==> src/rtl/uart_pkg.sv <==
// Shared types and constants for the UART line-echo slice.
// Byte width, FSM encoding and line-control characters.
package uart_pkg;

  localparam int BYTE_W = 8;

  localparam logic [BYTE_W-1:0] CR = 8'h0D;
  localparam logic [BYTE_W-1:0] LF = 8'h0A;

  typedef enum logic [2:0] {
    COLLECT,
    LOAD,
    WAIT_RDY,
    SEND,
    WAIT_BUSY,
    WAIT_IDLE
  } state_t;

endpackage

==> src/rtl/uart_line_echo_if.sv <==
// Receiver/transmitter handshake bundle for the line echo.
// slave faces the echo block, master faces the UART side.
interface uart_line_echo_if;

  logic                        rdsig;
  logic [uart_pkg::BYTE_W-1:0] rxdata;
  logic                        idle;
  logic                        wrsig;
  logic [uart_pkg::BYTE_W-1:0] dataout;

  modport slave (
    input  rdsig,
    input  rxdata,
    input  idle,
    output wrsig,
    output dataout
  );

  modport master (
    output rdsig,
    output rxdata,
    output idle,
    input  wrsig,
    input  dataout
  );

endinterface

==> src/rtl/byte_fifo.sv <==
// Circular byte buffer with wrap-bit pointers.
// Writes when full and reads when empty are ignored.
module byte_fifo
  import uart_pkg::*;
#(
  parameter int DEPTH = 16,
  localparam int AW   = $clog2(DEPTH)
) (
  input  logic              clk,
  input  logic              rst_n,
  input  logic              i_wr,
  input  logic              i_rd,
  input  logic [BYTE_W-1:0] i_din,
  output logic [BYTE_W-1:0] o_dout,
  output logic              o_full,
  output logic              o_empty,
  output logic [AW:0]       o_level
);

  logic [BYTE_W-1:0] r_mem [DEPTH];
  logic [AW:0]       r_wp;
  logic [AW:0]       r_rp;
  logic [AW:0]       r_level;
  logic [AW:0]       w_wp_n;
  logic [AW:0]       w_rp_n;
  logic              w_we;
  logic              w_re;

  assign o_full  = (r_wp[AW] != r_rp[AW]) &&
                   (r_wp[AW-1:0] == r_rp[AW-1:0]);
  assign o_empty = (r_wp == r_rp);
  assign w_we    = i_wr & ~o_full;
  assign w_re    = i_rd & ~o_empty;
  assign w_wp_n  = r_wp + {{AW{1'b0}}, w_we};
  assign w_rp_n  = r_rp + {{AW{1'b0}}, w_re};
  assign o_dout  = r_mem[r_rp[AW-1:0]];
  assign o_level = r_level;

  // pointer and occupancy update
  always_ff @(posedge clk or negedge rst_n) begin
    if (!rst_n) begin
      r_wp    <= '0;
      r_rp    <= '0;
      r_level <= '0;
    end else begin
      r_wp    <= w_wp_n;
      r_rp    <= w_rp_n;
      r_level <= w_wp_n - w_rp_n;
    end
  end

  // storage array, no reset needed
  always_ff @(posedge clk) begin
    if (w_we) r_mem[r_wp[AW-1:0]] <= i_din;
  end

endmodule

==> src/rtl/uart_line_echo.sv <==
// Line-buffered echo between UART receiver and transmitter.
// Buffers a line, then replays it with optional LF after TERM.
module uart_line_echo
  import uart_pkg::*;
#(
  parameter int                DEPTH        = 16,
  parameter logic [BYTE_W-1:0] TERM         = CR,
  parameter bit                APPEND_LF    = 1'b1,
  parameter int                BUSY_TIMEOUT = 64,
  localparam int               LW = $clog2(DEPTH) + 1
) (
  input  logic               clk,
  input  logic               rst_n,
  uart_line_echo_if.slave    bus,
  output logic [LW-1:0]      fifo_level,
  output logic               overflow,
  output logic               busy
);

  localparam int CW = $clog2(BUSY_TIMEOUT + 1);
  localparam logic [CW-1:0] LAST = CW'(BUSY_TIMEOUT - 1);
  localparam logic [LW-1:0] FULL_LVL = LW'(DEPTH);

  state_t            r_state;
  state_t            w_nxt;
  logic              r_rdsig_q;
  logic              r_term_hit;
  logic              r_lf_pend;
  logic [BYTE_W-1:0] r_dataout;
  logic [CW-1:0]     r_cnt;
  logic              r_ovf;

  logic              w_wr;
  logic              w_acc;
  logic              w_full;
  logic              w_empty;
  logic [BYTE_W-1:0] w_head;
  logic              w_pop;
  logic              w_ld_lf;
  logic              w_send;

  assign w_wr  = bus.rdsig & ~r_rdsig_q;
  assign w_acc = w_wr & ~w_full;

  byte_fifo #(.DEPTH(DEPTH)) u_fifo (
    .clk     (clk),
    .rst_n   (rst_n),
    .i_wr    (w_wr),
    .i_rd    (w_pop),
    .i_din   (bus.rxdata),
    .o_dout  (w_head),
    .o_full  (w_full),
    .o_empty (w_empty),
    .o_level (fifo_level)
  );

  // rdsig edge history, TERM marker and sticky overflow
  always_ff @(posedge clk or negedge rst_n) begin
    if (!rst_n) begin
      r_rdsig_q  <= 1'b0;
      r_term_hit <= 1'b0;
      r_ovf      <= 1'b0;
    end else begin
      r_rdsig_q  <= bus.rdsig;
      r_term_hit <= w_acc & (bus.rxdata == TERM);
      if (w_wr && w_full) r_ovf <= 1'b1;
    end
  end

  // state register
  always_ff @(posedge clk or negedge rst_n) begin
    if (!rst_n) r_state <= COLLECT;
    else        r_state <= w_nxt;
  end

  // next state and per-cycle controls
  always_comb begin
    w_nxt   = r_state;
    w_pop   = 1'b0;
    w_ld_lf = 1'b0;
    w_send  = 1'b0;
    unique case (r_state)
      COLLECT: begin
        if (r_term_hit || fifo_level == FULL_LVL)
          w_nxt = LOAD;
      end
      LOAD: begin
        if (r_lf_pend) begin
          w_ld_lf = 1'b1;
          w_nxt   = WAIT_RDY;
        end else if (!w_empty) begin
          w_pop = 1'b1;
          w_nxt = WAIT_RDY;
        end else begin
          w_nxt = COLLECT;
        end
      end
      WAIT_RDY: begin
        if (bus.idle) w_nxt = SEND;
      end
      SEND: begin
        w_send = 1'b1;
        w_nxt  = WAIT_BUSY;
      end
      WAIT_BUSY: begin
        if (!bus.idle || r_cnt == LAST)
          w_nxt = WAIT_IDLE;
      end
      WAIT_IDLE: begin
        if (bus.idle) w_nxt = LOAD;
      end
      default: w_nxt = COLLECT;
    endcase
  end

  // output byte, pending LF and busy-wait counter
  always_ff @(posedge clk or negedge rst_n) begin
    if (!rst_n) begin
      r_dataout <= '0;
      r_lf_pend <= 1'b0;
      r_cnt     <= '0;
    end else begin
      if (w_ld_lf) begin
        r_dataout <= LF;
        r_lf_pend <= 1'b0;
      end else if (w_pop) begin
        r_dataout <= w_head;
        if (APPEND_LF && w_head == TERM)
          r_lf_pend <= 1'b1;
      end
      if (w_send)
        r_cnt <= '0;
      else if (r_state == WAIT_BUSY)
        r_cnt <= r_cnt + 1'b1;
    end
  end

  assign bus.wrsig   = (r_state == SEND);
  assign bus.dataout = r_dataout;
  assign overflow    = r_ovf;
  assign busy        = (r_state != COLLECT);

endmodule
==> src/flat_wrapper.sv <==
// flat-port wrapper written by rule: the top's interface ports become plain ports
module uart_line_echo_flat import uart_pkg::*;
#(
  parameter int                DEPTH        = 16,
  parameter logic [BYTE_W-1:0] TERM         = CR,
  parameter bit                APPEND_LF    = 1'b1,
  parameter int                BUSY_TIMEOUT = 64,
  localparam int               LW = $clog2(DEPTH) + 1
)
  (clk, rst_n, fifo_level, overflow, busy, bus_rdsig, bus_rxdata, bus_idle, bus_wrsig, bus_dataout);
  uart_line_echo_if bus_i ();
  input  logic clk;
  input  logic rst_n;
  output logic [LW-1:0] fifo_level;
  output logic overflow;
  output logic busy;
  input wire logic [$bits(bus_i.rdsig)-1:0] bus_rdsig;
  input wire logic [$bits(bus_i.rxdata)-1:0] bus_rxdata;
  input wire logic [$bits(bus_i.idle)-1:0] bus_idle;
  output wire logic [$bits(bus_i.wrsig)-1:0] bus_wrsig;
  output wire logic [$bits(bus_i.dataout)-1:0] bus_dataout;
  assign bus_i.rdsig = bus_rdsig;
  assign bus_i.rxdata = bus_rxdata;
  assign bus_i.idle = bus_idle;
  assign bus_wrsig = bus_i.wrsig;
  assign bus_dataout = bus_i.dataout;
  uart_line_echo #(.DEPTH(DEPTH), .TERM(TERM), .APPEND_LF(APPEND_LF), .BUSY_TIMEOUT(BUSY_TIMEOUT)) u_core (.clk(clk), .rst_n(rst_n), .bus(bus_i), .fifo_level(fifo_level), .overflow(overflow), .busy(busy));
endmodule
==> config.mk <==
export PLATFORM = sky130hd
export DESIGN_NAME = uart_line_echo_flat
export DESIGN_NICKNAME = d
export VERILOG_FILES = /design/src/rtl/uart_pkg.sv /design/src/rtl/uart_line_echo_if.sv /design/src/rtl/byte_fifo.sv /design/src/rtl/uart_line_echo.sv /design/src/flat_wrapper.sv
export SDC_FILE = /design/constraint.sdc
export NUM_CORES = 1
export LEC_CHECK = 0
export CORE_MARGIN = 1
export CORE_UTILIZATION = 35
export CTS_BUF_LIST = sky130_fd_sc_hd__clkbuf_16
export DETAILED_ROUTE_END_ITERATION = 10
export SYNTH_ARGS = -nofsm -noshare
export SYNTH_HDL_FRONTEND = slang
export SYNTH_HIERARCHICAL = 1
export SYNTH_SLANG_ARGS = --single-unit
export TNS_END_PERCENT = 1
==> constraint.sdc <==
create_clock -name clk -period 3.95 [get_ports clk]
set_input_delay 0.395 -clock clk [delete_from_list [all_inputs] [get_ports clk]]
set_output_delay 0.395 -clock clk [all_outputs]
set_load 0.01 [all_outputs]
### Yosys cells after proc, flatten, opt, wreduce, memory -nomap -nowiden

Memory sizes are Yosys's and may differ from the RTL's.
Index checks and enable logic that the tools add are counted.

* flip-flop bits (word level): 37
* bits in writable memories: 128
* input bits: 12
* output and inout port bits: 16
* word-level logic and storage cells: 72
* memories: 1

Memories
* u_core.u_fifo.r_mem: words 16, width 8, read ports 1, clocked after memory_dff 0, wr ports 1, RTL line byte_fifo.sv:20 `logic [BYTE_W-1:0] r_mem [DEPTH];`

* add/subtract/negate cells: 4
* equality and inequality tests: 16
* multiplexer cells: 22
* bitwise gates (word level): 7
* reduce and logical (&&, ||, !) cells: 12

Operators by type and width (number)
* $pmux 3 s6: 1
* $eq 8x4->1 const B: 2
* $mux 8: 2
* $mux 3: 5
* $mux 7: 2
* $mux 1: 11
* $add 5x1->5: 2
* $add 7x1->7 const B: 1
* $eq 7x6->1 const B: 1
* $eq 3x2->1 const B: 2
* $eq 3x3->1 const B: 2
* $reduce_bool 2->1: 3
* $eq 5x5->1: 1
* $eq 5x5->1 const B: 1
* $sub 5x5->5: 1
* $and 1x1->1: 4
* $eq 4x4->1: 1
* $ne 2x1->1 const B: 2
* $ne 2x2->1 const B: 2
* $reduce_and 4->1: 1
* $eq 3x1->1 const B: 1
* $logic_not 3->1: 1
* $not 1->1: 3
* $reduce_bool 3->1: 1
* other kinds (6): 8

### Logic depth before layout (Yosys ltp)

Gate-level depths: netlist of run 1.

* word-level depth: 7
* mapped depth: 14
* mapped depth without buffers: 13

### Cells and area by module

Netlist of run 1, hierarchy kept.

By module, submodules not included
* byte_fifo: instances 1, cells each 290, area an instance 5796.8 µm²
* uart_line_echo: instances 1, cells each 117, area an instance 1146.1 µm²

### Worst setup path after synthesis of run 1

OpenSTA, ideal clock, no wires.

* kind: reg-to-reg
* start point: reg u_core.u_fifo.r_wp[2]
* end point: reg u_core.u_fifo.r_level[4], in the netlist u_core/u_fifo/o_level[4]
* setup time: 0.135 ns
* data arrival time: 3.067 ns
* required time: 3.815 ns
* setup slack: 0.748 ns
* stages on the path, launching flop included: 15
* buffers on the path: 1
* clock period less this slack: 3.202 ns
* cell sequence: dfrtp_1 -> buf_2 -> xnor2_1 -> nand4_1 -> nor2_1 -> or4b_4 -> nor2_8 -> nor2b_1 -> ha_1 -> ha_1 -> xnor2_1 -> ha_1 -> a21o_1 -> a21oi_1 -> xor3_1

* word-level cells in the longest chain between the ends: 7

Ends and longest elaborated chain
* start: declaration: RTL line byte_fifo.sv:21 `logic [AW:0] r_wp;`
* start signal: assignment: RTL line byte_fifo.sv:46 `r_wp <= w_wp_n;`
* $eq 5x5->1: RTL line byte_fifo.sv:31 `assign o_empty = (r_wp == r_rp);`
* net u_core.w_empty: RTL line uart_line_echo.sv:36 `logic w_empty;`
* $mux 1: RTL line uart_line_echo.sv:91 `end else if (!w_empty) begin`
* $mux 1: RTL line uart_line_echo.sv:88 `if (r_lf_pend) begin`
* $mux 1: RTL line uart_line_echo.sv:82 `unique case (r_state)`
* net u_core.w_pop: RTL line uart_line_echo.sv:38 `logic w_pop;`
* $and 1x1->1: RTL line byte_fifo.sv:33 `assign w_re = i_rd & ~o_empty;`
* $add 5x1->5: RTL line byte_fifo.sv:35 `assign w_rp_n = r_rp + {{AW{1'b0}}, w_re};`
* $sub 5x5->5: RTL line byte_fifo.sv:48 `r_level <= w_wp_n - w_rp_n;`
* end signal: assignment: RTL line byte_fifo.sv:48
* end: declaration: RTL line byte_fifo.sv:23 `logic [AW:0] r_level;`

The timed path passes the listed nets, and every way through them passes these cells.
A chain may end at the register's enable or synchronous reset.

### Final worst setup path of run 1

Same ends and word-level chain as after synthesis.

==> results of run 1 <==
[synth_stat cells, types with 3 or more instances]
cell,number
inv_1,15
a22oi_1,16
buf_2,6
mux4_1,14
edfxtp_1,128
clkbuf_1,3
a211oi_1,3
nand2b_1,3
nand2_1,21
nor2_1,23
xnor2_1,10
a21oi_1,13
buf_4,3
mux4_2,18
o2111ai_1,4
nor2b_1,6
dfrtp_1,37
a21o_1,4
a41oi_1,3
o21ai_0,8
ha_1,9
nor3_1,6
nand3_1,12
buf_6,6
[layout make-up]
class / count / area, sq um / share of cell area, %
clock inverter: 15 / 110 / 1.38
timing repair buffer: 37 / 340 / 4.26
tap: 265 / 332 / 4.15
sequential: 165 / 4770 / 59.7
inverter: 15 / 56.3 / 0.704
clock buffer: 17 / 425 / 5.32
multi-input combinational: 206 / 1960 / 24.5
[routing by layer]
layer | part of all wire [%] | global-route usage, % | wire length, um
met1 | 44 | 20.5 | 6320
met2 | 48 | 24.6 | 6880
met3 | 6.0 | 4.26 | 853
met4 | 1.4 | 4.87 | 197
met5 | 0 | 0 | 0
[power by group through the flow]
| stage | Combinational [mW] | Sequential (mW) | Clock [mW] |
|---|---|---|---|
| 6_report | 1.92 | 2.30 | 1.50 |
| 5_1_grt | 2.14 | 2.33 | 1.61 |
| 4_1_cts | 1.94 | 2.31 | 1.54 |
| 3_5_place_dp | 1.93 | 2.34 | 0 |
| 3_3_place_gp | 1.91 | 2.33 | 0 |
| 2_1_floorplan | 1.45 | 2.27 | 0 |
[worst paths after layout]
kind,from,end,slack [ns]
max in group asynchronous,rst_n,u_core/u_fifo/r_rp[0]$_DFF_PN0_,3.30
worst max-delay path,u_core/u_fifo/r_wp[2]$_DFF_PN0_,u_core/u_fifo/o_level[4]$_DFF_PN0_,0.44
worst max register to register,u_core/u_fifo/r_wp[2]$_DFF_PN0_,u_core/u_fifo/o_level[4]$_DFF_PN0_,0.44
worst min register to register,u_core/overflow$_DFFE_PN0P_,u_core/overflow$_DFFE_PN0P_,0.51
min in group clk,bus_rdsig,u_core/r_rdsig_q$_DFF_PN0_,0.47
worst min-delay path,rst_n,u_core/u_fifo/o_level[1]$_DFF_PN0_,0.08
[state kept, by name, indices dropped and copies added (netlist names)]
name                   count
u_core/r_lf_pend           1
u_core/u_fifo/r_mem      128
u_core/u_fifo/o_level      5
u_core/r_cnt               7
u_core/r_term_hit          1
u_core/bus.dataout         8
u_core/u_fifo/r_rp         5
u_core/r_state             3
u_core/r_rdsig_q           1
u_core/u_fifo/r_wp         5
u_core/overflow            1
[stage by stage]
stage / util (%) / instance area, sq um / instances
final: 41.1 / 8000 / 720
after global routing: 41.1 / 8000 / 720
after CTS: 41.1 / 8000 / 720
after detailed placement: 38.3 / 7460 / 688
after global placement: 38.3 / 7460 / 688
after floorplan: - / 6940 / 407
[critical path, cell delays in order, from the launching register on]
cell     delay, ns
dfrtp_1       0.51
xnor2_1       0.16
nand4_1       0.26
nor2_1        0.45
or4b_4        0.27
nor2_8        0.05
nor2b_1       0.13
ha_1          0.21
ha_1          0.23
xnor2_1       0.22
ha_1          0.30
a21o_1        0.17
a21oi_1       0.16
xor3_1        0.25
[logic make-up (layout without fill, tap and decap cells)]
logic type,count (synthesis),count (layout)
multiplexers,32,32
buffers and inverters,36,84
AO/OA/AOI/OAI,60,60
XOR/XNOR,14,14
adder cells (fa/ha/maj),10,10
AND/OR/NAND/NOR,90,90
flip-flops,165,165
==> flow_summary.yaml, run 1 <==
placed_design:
  preCtsSetupSlack_ns: 0.480
  dp_hpwl_um: 9070
  gp_congestion: 0.815
  numPortBuffers: 27
sta:
  worstMarginPinSlew_ns: 1.07
  min_period_ns: 3.51
  hold_viol_final: 0
  rsz0062_at_grt: "no"
  whs_ns: 0.0807
  max_freq_mhz: 285
  fin_skew_ns: 0.0119
  finalCritPeriodShare_pct: 88.8
  setup_viol: 0
  maxSlewHeadroom_pct: 28.1
  setup_slack_ns: 0.441
  finalSetupTns_ns: 0
  slew_violations: 0
synthesis:
  synth_xor_area_share_pct: 2.09
  ys_ff_latch: 165
  synth_area_sq_mm: 0.00694
  synthAdderAreaFrac_pct: 1.91
  synth_compound_area_share_pct: 6.00
  synth_cells: 407
  synth_nets: 429
  yosysTopAreaCell: "edfxtp_1"
  netlist_top_cells_area: "edfxtp_1, dfrtp_1, mux4_2"
  ys_seq_area_share_pct: 68.7
  ys_types: 55
  synthSimpleGateAreaFrac_pct: 7.10
  synthArstFlopShare_pct: 22.4
  muxShareOfSynthArea_pct: 11.1
  syn-mean-instance-area_sq_um: 17.1
  synth_top_family_by_area: "multiplexers"
  yosysWarningCount: 6
  synth_edf_count: 128
  synth_top_area_share_pct: 55.4
  synth-main-ff-cell: "edfxtp_1"
drt:
  detail-route-antenna-nets: 0
  drt_wl_total_um: 14200
  drt_iter0_drc: 307
  drc_errors: 0
  routedWlPerCell_um: 19.8
  via_per_inst: 5.22
  dr_total_vias: 3755
  dr.pass1.iters: 5
status:
  status: "finished clean"
clock_network:
  cts_buffer_depth: 2
  cts_buffers: 17
  htree_levels: 4
  cts_resized: 0
  cts_hold_buf: 0
  root_buffer: "clkbuf_16"
  cts_tree: "built"
  clk_pin_slew_ns: 0.06
  clk_latency_ns: 0.42
  cts_sinks: 165
  post_cts_buffers: 0
floorplanning:
  io_pins: 28
  core-area_sq_mm: 0.0195
  rows: 51
  start_util_pct: 35.7
  die_h_um: 143
  die_w_um: 143
  dieArea_sq_mm: 0.0204
pwr:
  internal-power_mw: 3.80
  seqPwrFrac_pct: 40.2
  power_frac_comb_pct: 33.6
  p_clk_share_pct: 26.2
  switchingPower_mw: 1.92
  p_total_mw: 5.72
  leakagePower_nw: 2.84
  p_per_area_mw_per_mm2: 716
  swShare_pct: 33.5
  ir_drop_uv: 284
setup_path:
  worst-endpoint-required_ns: 4.23
  start_kind: "register"
  worst-setup-path-type: "reg -> reg"
  crit_arrival_ns: 3.79
  cp_max_fo: 9
  r2r_cells: 13
  cp-end-kind: "register"
grt:
  antenna_found_initial: 0
  grt_pass1_wl_um: 22600
  overflow: 0
  grt_usage_pct: 15.5
  grt_pass1_vias: 3858
  grt_max_degree: 38
layout:
  n_antenna_cell: 0
  syn2layout_area_growth_pct: 15.2
  nets: 464
  final_common_cell: "edfxtp_1"
  final_cell_mix: "edfxtp_1, dfrtp_1, clkdlybuf4s50_1, nor2_1, nand2_1"
  layout-drive-gt1-share_pct: 14.5
  n_fill_cell: 1745
run:
  cap_violations: 0
min_path:
  min_path_type: "in -> async"
(Power assumes the default switching activity.)
==> run 2: changes to the inputs <==
--- a/config.mk
+++ b/config.mk
@@ -9,6 +9,7 @@
 export CORE_UTILIZATION = 35
 export CTS_BUF_LIST = sky130_fd_sc_hd__clkbuf_16
 export DETAILED_ROUTE_END_ITERATION = 10
+export REMOVE_ABC_BUFFERS = 1
 export SYNTH_ARGS = -nofsm -noshare
 export SYNTH_HDL_FRONTEND = slang
 export SYNTH_HIERARCHICAL = 1
==> flow_summary.yaml, run 2 (synthesized netlist as in run 1, its figures left out) <==
floorplanning:
  core-area_sq_mm: 0.0195
  io_pins: 28
  start_util_pct: 35.7
  die_h_um: 143
  dieArea_sq_mm: 0.0204
  rows: 51
  die_w_um: 143
setup_path:
  cp_top_family: "simple AND/OR/NAND/NOR gates"
  start_kind: "register"
  r2r_cells: 13
  critPathSlowestCell: "or4b_4"
  path_cells: "xnor2_1 > nand4_1 > nor2_1 > or4b_4 > nor2_8 > nor2b_1 > ha_1 > ha_1 > xnor2_1 > ha_1 > a21o_1 > a21oi_1 > xor3_1"
  crit_top_cell: "ha_1"
  r2r-start: "u_core/u_fifo/r_wp[2]$_DFF_PN0_"
  worst-endpoint-required_ns: 4.24
  cp-end-kind: "register"
  crit_path_max_incr_delay_ns: 0.57
  r2r_setup_slack_ns: 0.44
  r2r-end: "u_core/u_fifo/o_level[4]$_DFF_PN0_"
  cp_max_fo: 9
  worst-setup-path-type: "reg -> reg"
  crit_arrival_ns: 3.80
  critPathBufInv: 0
sta:
  worstMarginPinSlew_ns: 0.983
  rsz0062_at_grt: "no"
  finalCritPeriodShare_pct: 89.0
  min_period_ns: 3.51
  setup_viol: 0
  hold_viol_final: 0
  fin_skew_ns: 0.0101
  max_freq_mhz: 285
  slew_violations: 0
  maxSlewHeadroom_pct: 34.2
placed_design:
  gp_congestion: 0.827
  placed_area_sq_mm: 0.00746
  dp_hpwl_um: 8890
  placed_cells: 688
  numPortBuffers: 27
clock_network:
  cts_tree: "built"
  root_buffer: "clkbuf_16"
  clk_latency_ns: 0.42
  post_cts_buffers: 0
  clk_pin_slew_ns: 0.06
  cts_hold_buf: 0
  cts_sinks: 165
  htree_levels: 4
  cts_buffer_depth: 2
  cts_buffers: 17
  cts_resized: 0
grt:
  met2_usage_pct: 24.0
  grt_pass1_wl_um: 22200
  grt_max_degree: 38
  antenna_found_initial: 0
  overflow: 0
  grt_busiest_layer: "met2"
  grt_use_met3_pct: 3.96
  grt_usage_pct: 15.4
  grt_pass1_vias: 3757
  use_met1_pct: 20.7
status:
  status: "finished clean"
drt:
  drt_iter0_drc: 219
  via_per_inst: 5.17
  routedWlPerCell_um: 19.7
  dr.pass1.iters: 4
  drt_wl_total_um: 14100
  dr_total_vias: 3700
  drc_errors: 0
  detail-route-antenna-nets: 0
pwr:
  p_per_area_mw_per_mm2: 736
  ir_drop_uv: 350
  leakagePower_nw: 2.87
layout:
  multi_input_area_sq_mm: 0.00196
  layout-drive-gt1-share_pct: 14.4
  final_cell_mix: "edfxtp_1, dfrtp_1, clkdlybuf4s50_1, nor2_1, nand2_1"
  largest_register_ffs: 128
  nets: 464
  final_cell_area_sq_mm: 0.00806
  n_antenna_cell: 0
  regArea_sq_mm: 0.00477
  final_common_cell: "edfxtp_1"
  n_fill_cell: 1729
  fin_cells: 716
  syn2layout_area_growth_pct: 16.1
run:
  cap_violations: 0
min_path:
  min_path_type: "in -> async"
-- run 2: cell count changes in the layout (fill, tap and decap cells not counted), sizes merged --
cell and change:
clkinvlp -1, bufinv +4, inv -3, clkinv -4
-- run 2: metal layers --
| metal | vias up | part of all wire (%) |
|---|---|---|
| met4 | 0 | 1.4 |
| met2 | 93 | 48 |
| met5 | - | 0 |
| li1 | 1676 | - |
| met3 | 9 | 4.2 |
| met1 | 1922 | 46 |
-- run 2: worst max-delay path by stage --
stage	start	endpoint	depth (start not counted)
CTS	u_core/u_fifo/r_wp[2]$_DFF_PN0_	u_core/u_fifo/o_level[4]$_DFF_PN0_	13
detailed placement	u_core/u_fifo/r_wp[2]$_DFF_PN0_	u_core/u_fifo/o_level[4]$_DFF_PN0_	13
floorplan	u_core/u_fifo/r_rp[0]$_DFF_PN0_	u_core/u_fifo/o_level[4]$_DFF_PN0_	13
global placement	u_core/u_fifo/r_wp[2]$_DFF_PN0_	u_core/u_fifo/o_level[4]$_DFF_PN0_	13
global route	u_core/u_fifo/r_wp[2]$_DFF_PN0_	u_core/u_fifo/o_level[4]$_DFF_PN0_	13
finish	u_core/u_fifo/r_wp[2]$_DFF_PN0_	u_core/u_fifo/o_level[4]$_DFF_PN0_	13
-- run 2: layout make-up --
type	instances	share of cell area (%)
well taps	265	4.11
flip-flops and latches	165	59.2
multi-input cells	206	24.3
repair buffers	37	4.22
clock buffers	17	5.28
clock inverters	11	2.20
inverters	15	0.698
-- run 2: stage by stage --
step | setup slack [ns] | total power [mW] | util [%] | setup TNS (ns) | hold slack, ns
CTS | 0.440 | 6.00 | 41.4 | 0 | 0.0923
floorplan | -0.128 | 3.59 | - | -0.128 | 0.0994
global route | 0.240 | 6.27 | 41.4 | 0 | 0.126
detailed placement | 0.457 | 4.27 | 38.3 | 0 | 0.482
finish | 0.435 | 5.93 | 41.4 | 0 | 0.0818
global placement | 0.582 | 4.23 | 38.3 | 0 | 0.497
-- run 2: power breakdown --
| part | leakage [nW] | internal, mW | switching, mW |
|---|---|---|---|
| Combinational | 0.958 | 0.892 | 1.04 |
| Sequential | 1.62 | 2.11 | 0.191 |
| Clock | 0.289 | 1.05 | 0.660 |
